File: config.mk
export PLATFORM = sky130hd
export DESIGN_NAME = pipe_skid_stage
export DESIGN_NICKNAME = d
export VERILOG_FILES = /design/src/rtl/pipe_skid_stage.sv
export SDC_FILE = /design/constraint.sdc
export NUM_CORES = 1
export LEC_CHECK = 0
export BUFFER_PORTS_ARGS = -buffer_cell sky130_fd_sc_hd__buf_2
export CORE_UTILIZATION = 35
export CTS_CLUSTER_DIAMETER = 60
export DETAILED_ROUTE_END_ITERATION = 8
export HOLD_SLACK_MARGIN = 0.02
export SYNTH_ARGS = -nofsm -noshare
export SYNTH_HDL_FRONTEND = slang
export SYNTH_SLANG_ARGS = --single-unit
File: constraint.sdc
create_clock -name clk -period 3.3 [get_ports clk]
set_input_delay 0.99 -clock clk [delete_from_list [all_inputs] [get_ports clk]]
set_output_delay 0.99 -clock clk [all_outputs]
set_load 0.01 [all_outputs]
File: src/rtl/pipe_skid_stage.sv
// Handshaked pipeline stage register with a two-entry skid buffer.
// The output register holds the head entry; the skid register catches one extra entry
// so that in_ready_o comes straight from a flop and never depends on out_ready_i.
// Control payload is replaced by CTRL_NOP whenever nothing valid is presented; the data
// payload is either held or zeroed depending on CLEAR_DATA.
module pipe_skid_stage #(
  parameter int unsigned        DATA_W     = 96,
  parameter int unsigned        CTRL_W     = 16,
  parameter logic [CTRL_W-1:0]  CTRL_NOP   = '0,
  parameter bit                 CLEAR_DATA = 1'b0,
  parameter int unsigned        CNT_W      = 16
) (
  input  logic              clk,
  input  logic              rst_n,
  input  logic              flush_i,
  input  logic              in_valid_i,
  output logic              in_ready_o,
  input  logic [CTRL_W-1:0] in_ctrl_i,
  input  logic [DATA_W-1:0] in_data_i,
  output logic              out_valid_o,
  input  logic              out_ready_i,
  output logic [CTRL_W-1:0] out_ctrl_o,
  output logic [DATA_W-1:0] out_data_o,
  output logic [1:0]        occupancy_o,
  output logic [CNT_W-1:0]  bubble_cnt_o
);

  // Encoding doubles as the occupancy count.
  typedef enum logic [1:0] {
    StEmpty = 2'd0,
    StOne   = 2'd1,
    StTwo   = 2'd2
  } state_e;

  state_e              state_q, state_d;
  logic                out_valid_q, out_valid_d;
  logic                in_ready_q, in_ready_d;
  logic [CTRL_W-1:0]   out_ctrl_q, out_ctrl_d;
  logic [DATA_W-1:0]   out_data_q, out_data_d;
  logic [CTRL_W-1:0]   skid_ctrl_q, skid_ctrl_d;
  logic [DATA_W-1:0]   skid_data_q, skid_data_d;
  logic [CNT_W-1:0]    bubble_q, bubble_d;

  logic in_fire;
  logic out_fire;

  assign in_fire  = in_valid_i & in_ready_q;
  assign out_fire = out_valid_q & out_ready_i;

  // Next-state and payload steering; flush overrides every handshake.
  always_comb begin
    state_d     = state_q;
    out_ctrl_d  = out_ctrl_q;
    out_data_d  = out_data_q;
    skid_ctrl_d = skid_ctrl_q;
    skid_data_d = skid_data_q;

    if (flush_i) begin
      state_d    = StEmpty;
      out_ctrl_d = CTRL_NOP;
      if (CLEAR_DATA) begin
        out_data_d = '0;
      end
    end else begin
      unique case (state_q)
        StEmpty: begin
          if (in_fire) begin
            state_d    = StOne;
            out_ctrl_d = in_ctrl_i;
            out_data_d = in_data_i;
          end
        end
        StOne: begin
          if (in_fire && out_fire) begin
            out_ctrl_d = in_ctrl_i;
            out_data_d = in_data_i;
          end else if (in_fire) begin
            state_d     = StTwo;
            skid_ctrl_d = in_ctrl_i;
            skid_data_d = in_data_i;
          end else if (out_fire) begin
            state_d    = StEmpty;
            out_ctrl_d = CTRL_NOP;
            if (CLEAR_DATA) begin
              out_data_d = '0;
            end
          end
        end
        StTwo: begin
          if (out_fire) begin
            state_d    = StOne;
            out_ctrl_d = skid_ctrl_q;
            out_data_d = skid_data_q;
          end
        end
        default: begin
          state_d    = StEmpty;
          out_ctrl_d = CTRL_NOP;
        end
      endcase
    end

    // Handshake outputs are registered from the next state.
    out_valid_d = (state_d != StEmpty);
    in_ready_d  = (state_d != StTwo);
  end

  // Saturating count of cycles where downstream was ready but starved.
  always_comb begin
    bubble_d = bubble_q;
    if (!out_valid_q && out_ready_i && !flush_i && (bubble_q != {CNT_W{1'b1}})) begin
      bubble_d = bubble_q + CNT_W'(1);
    end
  end

  // State, payload and statistics registers.
  always_ff @(posedge clk or negedge rst_n) begin
    if (!rst_n) begin
      state_q     <= StEmpty;
      out_valid_q <= 1'b0;
      in_ready_q  <= 1'b1;
      out_ctrl_q  <= CTRL_NOP;
      out_data_q  <= '0;
      skid_ctrl_q <= CTRL_NOP;
      skid_data_q <= '0;
      bubble_q    <= '0;
    end else begin
      state_q     <= state_d;
      out_valid_q <= out_valid_d;
      in_ready_q  <= in_ready_d;
      out_ctrl_q  <= out_ctrl_d;
      out_data_q  <= out_data_d;
      skid_ctrl_q <= skid_ctrl_d;
      skid_data_q <= skid_data_d;
      bubble_q    <= bubble_d;
    end
  end

  assign in_ready_o   = in_ready_q;
  assign out_valid_o  = out_valid_q;
  assign out_ctrl_o   = out_ctrl_q;
  assign out_data_o   = out_data_q;
  assign occupancy_o  = state_q;
  assign bubble_cnt_o = bubble_q;

endmodule

==> flow_summary.yaml <==
logic_synthesis:
  synth_top_family_by_area: "multiplexers"
  netlist.area_leader.share: 0.558
  synth_xor_area_frac: 0.00804
  synth_most_common_cell: "dfrtp_1"
  synthSimpleGateAreaFrac: 0.0258
  synth_nets: 831
  ys_seq_area_frac: 0.561
  synthArstFlopShare: 1.00
  synthDistinctLibCells: 39
  synth_top_flop_cell: "dfrtp_1"
  syn_area_um2: 10900
  netlist_top_cells_count: "dfrtp_1 (243), mux2_2 (237), mux2_4 (69)"
  yosysWarningCount: 0
  synth.area.top_cells: "dfrtp_1 (56%), mux2_2 (25%), mux2_4 (9.5%)"
  yosys.area.top_type: "dfrtp_1"
  synth_enable_flop_cells: 0
  synth_compound_area_frac: 0.0363
  ys_seq_elements: 244
  syn_avg_cell_area_um2: 15.3
  muxShareOfSynthArea: 0.341
  synthCells: 713
  synth-adder-area-share: 0.00115
grt:
  busiest_layer: "met2"
  grt_pass1_wl_um: 37900
  grt_pass1_vias: 6959
  grt_util_met3: 0.0554
  grtUsageMet1: 0.195
  grt_max_degree: 81
  grt_remaining_overflow: 0
  grt_use_met2: 0.234
  grt_use_total: 0.149
  antenna_found_initial: 5
final_layout:
  fillers: 2839
  seq_area_um2: 6110
  num-nets-final: 1082
  drive_gt1_frac: 0.627
  area_growth_pct: 24.0
  multiInputGateArea_um2: 4510
  final_util: 0.441
critical_path:
  worstPathCellList: "buf_2"
  crit_path_end_kind: "output port"
  arrival_ns: 1.28
  crit_path_start: "occupancy_o[1]"
  path_delay_family: "flip-flops"
  crit_path_start_kind: "register"
  path_buf_inv: 1
  r2r_start: "occupancy_o[1]"
  slowest_delay_ns: 0.53
  crit_slowest_cell: "dfrtp_1"
  critPathKind: "register to output port"
  cp_max_fo: 10
  cp_data_required_time_ns: 2.31
clocking:
  cts_setup_buffers: 0
  cts_resized: 0
  clk_latency_ns: 0.54
  cts_max_level: 1
  cts.sinks: 244
  cts_inserted_buffers: 29
  cts.clk_slew.worst_paths_ns: 0.06
  holdBufCountCts: 0
  cts_tree: "yes"
  cts_max_path_buffers: 3
  cts_root_buf: "clkbuf_16"
outcome:
  status: "complete, no violations"
die:
  die-area_um2: 31800
  rows: 64
  initial_core_util: 0.356
  die_w_um: 178
  die_height_um: 178
  io_pins: 249
  coreArea_um2: 30600
pwr:
  peakVddDrop_uv: 477
  leakage_uw: 0.00636
  powerDensity_nw_per_um2: 792
  p_total_uw: 10700
hold_path:
  holdCritPathClass: "input port to async pin"
placed_design:
  dp_hpwl_um: 15300
  gp_congestion: 0.750
  port_buffers: 248
flow_run:
  drv_cap: 0
timing:
  setup_viol: 0
  fin_crit_sh: 0.688
  worst_slew_pin_slew_ns: 0.879
  min_period_ns: 2.27
  slew_headroom: 0.409
  setup_tns_ns: 0
  finalHoldViolCount: 0
  rsz0062_at_grt: "false"
  clock_skew_ns: 0.0161
  final-max-slew-violation-count: 0
  fmax_ghz: 0.441
route:
  route.detailed.drc: 0
  vias: 6783
  drt-initial-drc-count: 254
  wl_per_cell_um: 17.4
  detail-route-antenna-nets: 0
  firstDrtPassIters: 4
  avgViaCountPerCell: 4.91
  drt-total-wl_um: 24100
flip-flops by register name, summed over array words and instances (netlist names):
register      cells
out_valid_o       1
skid_data_q      96
bubble_cnt_o     16
skid_ctrl_q      16
out_data_o       96
out_ctrl_o       16
occupancy_o       2
in_ready_o        1
area by class of cell:
cell class / count / share of cell area
repair buffers: 263 / 0.108
diodes: 1 / 0.000185
well taps: 396 / 0.0367
clock inverters: 9 / 0.00639
flip-flops and latches: 244 / 0.452
multi-input cells: 421 / 0.334
clock buffers: 43 / 0.0614
inverters: 5 / 0.00139
report_power, final:
group	total [µW]	internal [µW]	switching [µW]
Sequential	4800	4180	624
Clock	3070	1810	1260
Combinational	2820	1710	1110
stage by stage:
step	cells	cell area (µm²)	worst slack (ns)	hold WS [ns]
2_1_floorplan	713	10900	0.791	0.474
3_3_place_gp	1329	12600	0.553	0.466
3_5_place_dp	1329	12600	0.535	0.470
4_1_cts	1381	13500	1.00	0.457
5_1_grt	1381	13500	0.942	0.487
6_report	1382	13500	1.03	0.426
layer usage:
metal	vias up	wire length (µm)
met1	3429	10800
met3	40	2060
met2	191	10700
li1	3115	-
met4	8	429
met5	-	58
kinds of logic after synthesis:
kind of cell | count (synthesis)
xor+xnor | 10
simple gates | 50
flops | 244
mux | 307
buf+inv | 48
compound gates | 53
fa+ha+maj | 1
placed cells by master (no fill, tap or decap), types with 6 or more instances in the layout:
cell,Yosys,routed
clkbuf_1,13,9
nor3_1,7,7
a22oi_1,17,17
nand2_1,7,7
o2bb2ai_1,16,16
xor2_1,6,6
buf_12,0,7
mux2_4,69,69
buf_2,15,247
dfrtp_1,243,243
buf_4,1,8
clkbuf_16,0,29
nand4_1,8,8
mux2_2,237,237
nor2_1,7,7
final timing paths:
check	endpoint	slack, ns	cells past startpoint
max	occupancy_o[1]	1.03	1
min	skid_data_q[11]	0.43	1
max reg2reg	out_data_o[72]	1.06	4
min reg2reg	out_ctrl_o[14]	0.48	1
max in group asynchronous	out_data_o[87]	2.10	2
min in group clk	out_ctrl_o[14]	0.48	1
(Power assumes the default switching activity.)
